## src/rtl/cache_flush_walker_if.sv

```systemverilog
// Array-side and writeback-side signals of the cache flush walker.
// The walker uses the master modport; the cache/bus side uses slave.
interface cache_flush_walker_if #(
  parameter int NUMWAYS = 4,
  parameter int SETLEN  = 7
);
  logic               FlushReq;
  logic               Invalidate;
  logic [NUMWAYS-1:0] ValidWay;
  logic [NUMWAYS-1:0] DirtyWay;
  logic               WBAck;
  logic [SETLEN-1:0]  FlushAdr;
  logic [NUMWAYS-1:0] FlushWay;
  logic               WBReq;
  logic               ClearDirty;
  logic               ClearValid;
  logic               Busy;
  logic               FlushDone;

  modport master (
    input  FlushReq, Invalidate, ValidWay, DirtyWay, WBAck,
    output FlushAdr, FlushWay, WBReq, ClearDirty, ClearValid, Busy, FlushDone
  );

  modport slave (
    output FlushReq, Invalidate, ValidWay, DirtyWay, WBAck,
    input  FlushAdr, FlushWay, WBReq, ClearDirty, ClearValid, Busy, FlushDone
  );
endinterface

```

## src/rtl/cache_flush_walker.sv

```systemverilog
// Whole-cache flush/invalidate sequencer: walks every set and way, writes back
// dirty lines and clears their dirty (and, in invalidate mode, valid) bits.
module cache_flush_walker #(
  parameter int NUMWAYS = 4,
  parameter int SETLEN  = 7
) (
  input logic                  clk,
  input logic                  resetn,
  cache_flush_walker_if.master bus
);
  typedef logic [NUMWAYS-1:0] way_t;
  typedef logic [SETLEN-1:0]  set_t;

  localparam set_t LAST_SET = '1;

  typedef enum logic [2:0] {
    S_IDLE,
    S_READ,
    S_CHECK,
    S_WRITEBACK,
    S_CLEAR,
    S_NEXT,
    S_DONE
  } state_t;

  state_t state, state_d, svc_state;
  set_t   counter, counter_d;
  logic   inv_q, inv_d;
  way_t   wbmask, wbmask_d;
  way_t   clrmask, clrmask_d;
  way_t   sel_way, sel_way_d;
  way_t   wb_now, clr_now, cand_wb, cand_clr, pick;

  // Isolates the lowest set bit: lowest way index has priority.
  function automatic way_t lowest(input way_t m);
    return m & (~m + way_t'(1));
  endfunction

  // Way selection shared by CHECK (fresh array read) and CLEAR (leftover masks).
  always_comb begin
    wb_now   = bus.DirtyWay & bus.ValidWay;
    clr_now  = inv_q ? bus.ValidWay : wb_now;
    cand_wb  = (state == S_CHECK) ? wb_now  : (wbmask  & ~sel_way);
    cand_clr = (state == S_CHECK) ? clr_now : (clrmask & ~sel_way);
    pick     = lowest(cand_clr);
    if (cand_clr == '0)
      svc_state = S_NEXT;
    else if ((pick & cand_wb) != '0)
      svc_state = S_WRITEBACK;
    else
      svc_state = S_CLEAR;
  end

  always_comb begin
    // NOTE: every variable gets its hold value first, so no path through the
    // case can leave one unassigned and infer a latch.
    state_d   = state;
    counter_d = counter;
    inv_d     = inv_q;
    wbmask_d  = wbmask;
    clrmask_d = clrmask;
    sel_way_d = sel_way;
    case (state)
      S_IDLE: begin
        if (bus.FlushReq) begin
          inv_d     = bus.Invalidate;
          counter_d = '0;
          state_d   = S_READ;
        end
      end
      S_READ: state_d = S_CHECK;
      S_CHECK, S_CLEAR: begin
        wbmask_d  = cand_wb;
        clrmask_d = cand_clr;
        sel_way_d = pick;
        state_d   = svc_state;
      end
      S_WRITEBACK: begin
        if (bus.WBAck) state_d = S_CLEAR;
      end
      S_NEXT: begin
        if (counter == LAST_SET) begin
          state_d = S_DONE;
        end else begin
          counter_d = counter + set_t'(1);
          state_d   = S_READ;
        end
      end
      S_DONE:  state_d = S_IDLE;
      default: state_d = S_IDLE;
    endcase
  end

  always_ff @(posedge clk) begin
    // NOTE: non-blocking assignments so every register updates from the
    // pre-edge values regardless of statement order.
    if (!resetn) begin
      state   <= S_IDLE;
      counter <= '0;
      inv_q   <= 1'b0;
      wbmask  <= '0;
      clrmask <= '0;
      sel_way <= '0;
    end else begin
      state   <= state_d;
      counter <= counter_d;
      inv_q   <= inv_d;
      wbmask  <= wbmask_d;
      clrmask <= clrmask_d;
      sel_way <= sel_way_d;
    end
  end

  // Outputs decode registered state only; nothing flows through from inputs.
  assign bus.FlushAdr   = counter;
  assign bus.FlushWay   = (state == S_WRITEBACK || state == S_CLEAR) ? sel_way : '0;
  assign bus.WBReq      = (state == S_WRITEBACK);
  assign bus.ClearDirty = (state == S_CLEAR);
  assign bus.ClearValid = (state == S_CLEAR) && inv_q;
  assign bus.Busy       = (state != S_IDLE);
  assign bus.FlushDone  = (state == S_DONE);

endmodule

```

## src/flat_wrapper.sv

```systemverilog
// flat-port wrapper written by rule: the top's interface ports become plain ports
module cache_flush_walker_flat 
#(
  parameter int NUMWAYS = 4,
  parameter int SETLEN  = 7
)
  (clk, resetn, bus_FlushReq, bus_Invalidate, bus_ValidWay, bus_DirtyWay, bus_WBAck, bus_FlushAdr, bus_FlushWay, bus_WBReq, bus_ClearDirty, bus_ClearValid, bus_Busy, bus_FlushDone);
  cache_flush_walker_if #(.NUMWAYS(NUMWAYS), .SETLEN(SETLEN)) bus_i ();
  input logic clk;
  input logic resetn;
  input wire logic [$bits(bus_i.FlushReq)-1:0] bus_FlushReq;
  input wire logic [$bits(bus_i.Invalidate)-1:0] bus_Invalidate;
  input wire logic [$bits(bus_i.ValidWay)-1:0] bus_ValidWay;
  input wire logic [$bits(bus_i.DirtyWay)-1:0] bus_DirtyWay;
  input wire logic [$bits(bus_i.WBAck)-1:0] bus_WBAck;
  output wire logic [$bits(bus_i.FlushAdr)-1:0] bus_FlushAdr;
  output wire logic [$bits(bus_i.FlushWay)-1:0] bus_FlushWay;
  output wire logic [$bits(bus_i.WBReq)-1:0] bus_WBReq;
  output wire logic [$bits(bus_i.ClearDirty)-1:0] bus_ClearDirty;
  output wire logic [$bits(bus_i.ClearValid)-1:0] bus_ClearValid;
  output wire logic [$bits(bus_i.Busy)-1:0] bus_Busy;
  output wire logic [$bits(bus_i.FlushDone)-1:0] bus_FlushDone;
  assign bus_i.FlushReq = bus_FlushReq;
  assign bus_i.Invalidate = bus_Invalidate;
  assign bus_i.ValidWay = bus_ValidWay;
  assign bus_i.DirtyWay = bus_DirtyWay;
  assign bus_i.WBAck = bus_WBAck;
  assign bus_FlushAdr = bus_i.FlushAdr;
  assign bus_FlushWay = bus_i.FlushWay;
  assign bus_WBReq = bus_i.WBReq;
  assign bus_ClearDirty = bus_i.ClearDirty;
  assign bus_ClearValid = bus_i.ClearValid;
  assign bus_Busy = bus_i.Busy;
  assign bus_FlushDone = bus_i.FlushDone;
  cache_flush_walker #(.NUMWAYS(NUMWAYS), .SETLEN(SETLEN)) u_core (.clk(clk), .resetn(resetn), .bus(bus_i));
endmodule
```

## config.mk

```make
export PLATFORM = sky130hd
export DESIGN_NAME = cache_flush_walker_flat
export DESIGN_NICKNAME = d
export VERILOG_FILES = /design/src/rtl/cache_flush_walker_if.sv /design/src/rtl/cache_flush_walker.sv /design/src/flat_wrapper.sv
export SDC_FILE = /design/constraint.sdc
export NUM_CORES = 1
export LEC_CHECK = 0
export BUFFER_PORTS_ARGS = -buffer_cell sky130_fd_sc_hd__buf_2
export CORE_MARGIN = 5
export CORE_UTILIZATION = 40
export CTS_BUF_LIST = sky130_fd_sc_hd__clkbuf_8
export DETAILED_ROUTE_END_ITERATION = 12
export HOLD_SLACK_MARGIN = 0.03
export PLACE_DENSITY = 0.62
export SLEW_MARGIN = 25
export SYNTH_ARGS = -nofsm -noshare
export SYNTH_HDL_FRONTEND = slang
export SYNTH_SLANG_ARGS = --single-unit
```

## constraint.sdc

```tcl
create_clock -name clk -period 2.1 [get_ports clk]
set_input_delay 0.105 -clock clk [delete_from_list [all_inputs] [get_ports clk]]
set_output_delay 0.105 -clock clk [all_outputs]
set_load 0.03 [all_outputs]
```

==> Word level (Yosys, flattened, before mapping) <==
Cells that the tools add are included.
{ "op_classes": {"n_mux": 13, "eq_ne": 10, "add_sub_neg": 2, "bitwise_logic": 7, "reduce_logical": 11} }
{ "ops": {"columns": ["operator", "count"], "rows": [
  ["4-bit bitwise AND", 5],
  ["4-bit 2-to-1 mux", 4],
  ["3-bit 2-to-1 mux", 5],
  ["3-bit case mux with 5 select lines", 1],
  ["7-bit 2-to-1 mux", 2],
  ["7-bit case mux with 2 select lines", 1],
  ["3-bit == test (second input constant)", 3],
  ["4-bit inverter", 2],
  ["7-bit by 1-bit adder with 7-bit output (second input constant)", 1],
  ["7-bit == test (second input constant)", 1],
  ["3-bit by 2-bit == test with 1-bit output (second input constant)", 2],
  ["2-bit != test (second input constant)", 3],
  ["4-bit by 1-bit adder with 4-bit output (second input constant)", 1],
  ["4-bit zero test", 1],
  ["2-bit AND reduction", 2],
  ["4-bit nonzero test", 1],
  ["3-bit by 1-bit == test with 1-bit output (second input constant)", 1],
  ["3-bit zero test", 1],
  ["3-bit AND reduction", 1],
  ["3-bit nonzero test", 1],
  ["2-bit nonzero test", 1],
  ["2-bit OR reduction", 1],
  ["1-bit logical AND", 1],
  ["1-bit logical OR", 1]
]} }
{ "word_totals": {"inputBits": 13, "word_cells": 49, "ff_bits": 23} }

==> Depth between registers and ports, before layout <==
{ "logic_depth": {"depth_word": 11, "depth_mapped": 7, "depth_no_buf": 6} }

==> Worst setup path before layout <==
Ideal clock, no wire load.
{ "synth_timing": {"path_type": "reg-to-output", "from": "register u_core.state[1]", "to": "output port bus_FlushWay[0]", "arrival_ns": 1.715, "path_buffers": 2, "path_stages_with_launch": 6, "path_slack_ns": 0.280, "required_time_ns": 1.995, "cell_sequence": "dfxtp_1 clkbuf_1 nor3b_1 clkbuf_1 or2_2 and2_1"} }
{ "synth_between": {"elab_chain_len": 3, "word_cells_on_any_way": 4, "classes_between": "eq/ne: 2; mux: 1; reduce/logical: 1"} }
{ "synth_rtl": {"columns": ["item", "line", "text"], "rows": [
  ["start: declaration", "cache_flush_walker.sv:26", "state_t state, state_d, svc_state;"],
  ["start signal: assignment", "cache_flush_walker.sv:105", "state <= state_d;"],
  ["3-bit == test", null, null],
  ["net bus_ClearDirty", "flat_wrapper.sv:19", "output wire logic [$bits(bus_i.ClearDirty)-1:0] bus_ClearDirty;"],
  ["1-bit logical OR", "cache_flush_walker.sv:116", "assign bus.FlushWay = (state == S_WRITEBACK || state == S_CLEAR) ? sel_way : '0;"],
  ["4-bit 2-to-1 mux", "cache_flush_walker.sv:116", null],
  ["end: declaration", "flat_wrapper.sv:17", "output wire logic [$bits(bus_i.FlushWay)-1:0] bus_FlushWay;"]
]} }
The timed path passes the listed nets, and every way through them passes these cells.

==> Worst setup path in the final report <==
{ "layout_timing": {"from": "register u_core.state[2]", "to": "output port bus_FlushWay[2]"} }
{ "layout_between": {"elab_chain_len": 3, "word_cells_on_any_way": 4, "classes_between": "eq/ne: 2; mux: 1; reduce/logical: 1"} }
{ "layout_rtl": {"columns": ["item", "line"], "rows": [
  ["3-bit by 2-bit == test with 1-bit output / 3-bit == test (equally long branches)", "cache_flush_walker.sv:116"],
  ["1-bit logical OR (*)", "cache_flush_walker.sv:116"],
  ["4-bit 2-to-1 mux (*)", "cache_flush_walker.sv:116"]
]} }
Every way passes the cells marked *; elsewhere a longest branch is shown, timed or not.

==> flow_metrics.py <==
metrics = {
    "critical_path": {
        "rrSetupSlack_ps": 230,
        "timing.rr.start": "u_core.state[1]",
        "path_class": "flip-flop to primary output",
        "end_kind": "primary output",
        "r2r_end": "u_core.state[1]",
        "slowest_delay_ps": 540,
        "slowest_stage": "dfxtp_1",
        "cp_max_fo": 10,
        "start_kind": "flip-flop",
        "cp_cell_sequence": "inv_1 -> and3_1 -> or2_2 -> and2_1 -> buf_2",
        "reg2reg_depth": 5,
        "required_ps": 2000,
        "arrival_ps": 1810,
    },
    "logic_synthesis": {
        "ys_top_cells_by_count": "21 x dfxtp_1, 18 x nand2_1, 16 x a21oi_1, 16 x nand3_1, 12 x nor2_1",
        "syn-num-nets": 172,
        "synthTopCellsByArea": "dfxtp_1 34%, a21oi_1 6.6%, nand3_1 6.6%",
        "synth_cells": 158,
        "synth_edf_count": 0,
        "yosysSeqAreaShare_pct": 34.50,
        "synth_warnings": 0,
        "synth_top_area_share_pct": 34.50,
        "yosysMostFrequentCell": "dfxtp_1",
        "synth_area_per_cell_um2": 7.713,
        "yosysTopAreaCell": "dfxtp_1",
        "ys_types": 41,
        "netlist_area_um2": 1219,
        "yosys_most_used_dff": "dfxtp_1",
        "synth_seq_cells": 21,
        "async_reset_ff_share_pct": 0,
    },
    "sta": {
        "skew_ps": 6.209,
        "fin_setup_tns_ps": 0,
        "finalSetupViolCount": 0,
        "worstMarginPinSlew_ps": 464.6,
        "period_share_pct": 91.08,
        "hold_viol_final": 0,
        "relSlewSlack_pct": 68.82,
        "fmax_ghz": 0.5228,
        "finalMaxSlewViolations": 0,
        "fin_crit_ps": 1913,
        "setup_ws_ps": 187.3,
        "rsz0062_at_grt": "false",
    },
    "die": {
        "start_util_pct": 40.92,
        "rows": 20,
        "die_area_um2": 4250,
        "die_y_um": 65.20,
        "coreArea_um2": 2978,
        "die_x_um": 65.20,
        "io-pin-count": 29,
    },
    "placed_design": {
        "place_congestion": 0.8605,
        "post-dp-hpwl_um": 2308,
        "dp_slack_ps": 252.3,
        "io_buffers": 28,
    },
    "route": {
        "vias": 1214,
        "firstDrtPassIters": 4,
        "drtIter0Drc": 70,
        "drc": 0,
        "viasPerCell": 5.543,
        "avgRoutedWirePerCell_um": 13.55,
        "ant_nets": 0,
        "totalWireLength_um": 2967,
    },
    "clock_tree": {
        "cts_buffers": 3,
        "cts.clk_slew.worst_paths_ps": 80,
        "cts-resized-gates": 0,
        "cts_root_buf": "clkbuf_8",
        "cts_tree": "yes",
        "cts_setup_buffers": 0,
        "clkLatencyLatePin_ps": 260,
        "h-tree-depth": 1,
        "cts_hold_buffers": 0,
        "cts_buffer_depth": 2,
        "clkSinkCount": 21,
    },
    "min_path": {
        "hold_path_startpoint": "bus_Invalidate",
        "min_path_cells": 3,
        "hold_end": "u_core.inv_q",
        "hp-class": "input port to flip-flop",
    },
    "power": {
        "p_sw_share_pct": 37.55,
        "leakage_nw": 0.5791,
        "seqPwrFrac_pct": 44.7,
        "p_clk_share_pct": 24.3,
        "p_comb_share_pct": 31.0,
        "p_int_mw": 0.6946,
        "p_switching_mw": 0.4177,
        "power_density_nw_per_um2": 781.9,
        "vdd_ir_drop_max_v": 0.0003679,
    },
    "layout": {
        "drive_gt1_share_pct": 20.43,
        "area_growth_pct": 16.73,
        "final_nets": 201,
        "fin_util_pct": 47.77,
        "antenna-diode-count": 0,
    },
    "global_routing": {
        "grt_util_all_layers_pct": 14.86,
        "grt_pass1_vias": 1173,
        "grt_pass1_wl_um": 5016,
        "grt_overflow": 0,
        "grt_max_degree": 14,
        "antenna_found_initial": 0,
    },
    "outcome": {
        "outcome": "complete, no violations",
    },
    "job": {
        "drv_cap": 0,
    },
}
-- worst max path at each step --
stage / start / endpoint / slack [ps] / cells past startpoint
2_1_floorplan: u_core.state[1] / bus_FlushWay[0] / 280 / 5
3_3_place_gp: u_core.state[1] / u_core.state[1] / 300 / 5
3_5_place_dp: u_core.state[1] / u_core.state[1] / 250 / 6
4_1_cts: u_core.state[2] / bus_FlushWay[2] / 200 / 5
5_1_grt: u_core.state[2] / bus_FlushWay[3] / 80 / 5
6_report: u_core.state[2] / bus_FlushWay[2] / 190 / 5
-- cell families (layout without fill, tap and decap cells) --
logic type                 Yosys count  count (layout)  synth area share (%)
adders and majority gates            1               1                 1.027
muxes                                2               2                 1.643
AOI/OAI and AO/OA                   40              40                 20.02
and+or+nand+nor                     80              80                 35.11
buffers and inverters                9              37                 4.106
xor gates and xnor gates             5               5                 3.593
DFF                                 21              21                 34.50
-- routing by layer --
metal	global-route usage, %	routed length (um)	vias up
met4	3.627	23	0
li1	-	-	618
met1	17.23	1315	570
met3	4.103	126	2
met2	26.80	1502	24
met5	0	0	-
-- final cells by class --
type	count	area, um2
clock inverter	1	5.005
tap	33	41.29
inverter	3	11.26
multi-input combinational	128	748.2
sequential	21	420.4
fill	302	1555
clock buffer	3	41.29
timing repair buffer	30	155.1
-- worst max-delay path: cells and delay by family (launching register included) --
family,cells,cell delay (ps)
buf+inv,2,330
flops,1,540
simple gates,3,680
-- power by group through the flow --
stage               Combinational [mW]  Clock (mW)  Sequential, mW
floorplan                        0.273           0           0.485
global placement                 0.339           0           0.502
detailed placement               0.344           0           0.506
CTS                              0.345       0.276           0.496
global route                     0.384       0.298           0.504
finish                           0.345       0.270           0.498
-- sequential cells by signal, summed over array words and instances, names as in the netlist --
register / flops
u_core.bus.FlushAdr: 7
u_core.sel_way: 4
u_core.clrmask: 3
u_core.state: 3
u_core.wbmask: 3
u_core.inv_q: 1
-- stage by stage --
| step | cells | power (mW) | hold WS (ps) | cell area [um2] |
|---|---|---|---|---|
| floorplan | 158 | 0.7578 | 245.7 | 1219 |
| finish | 219 | 1.112 | 83.53 | 1423 |
| CTS | 219 | 1.117 | 82.76 | 1423 |
| global route | 219 | 1.186 | 101.0 | 1423 |
| detailed placement | 215 | 0.8496 | 357.3 | 1376 |
| global placement | 215 | 0.8405 | 362.8 | 1376 |
-- layout by cell type, fill, tap and decap left out, types with 3 or more instances in the layout --
cell,netlist,layout
a211oi_1,3,3
a21oi_1,16,16
and2_1,5,5
buf_2,1,28
clkbuf_8,0,3
dfxtp_1,21,21
nand2_1,18,18
nand2b_1,6,6
nand3_1,16,16
nor2_1,12,12
nor2b_1,3,3
nor3_1,4,4
o21ai_0,8,8
xnor2_1,5,5
Power figures use the tool's default switching activity.
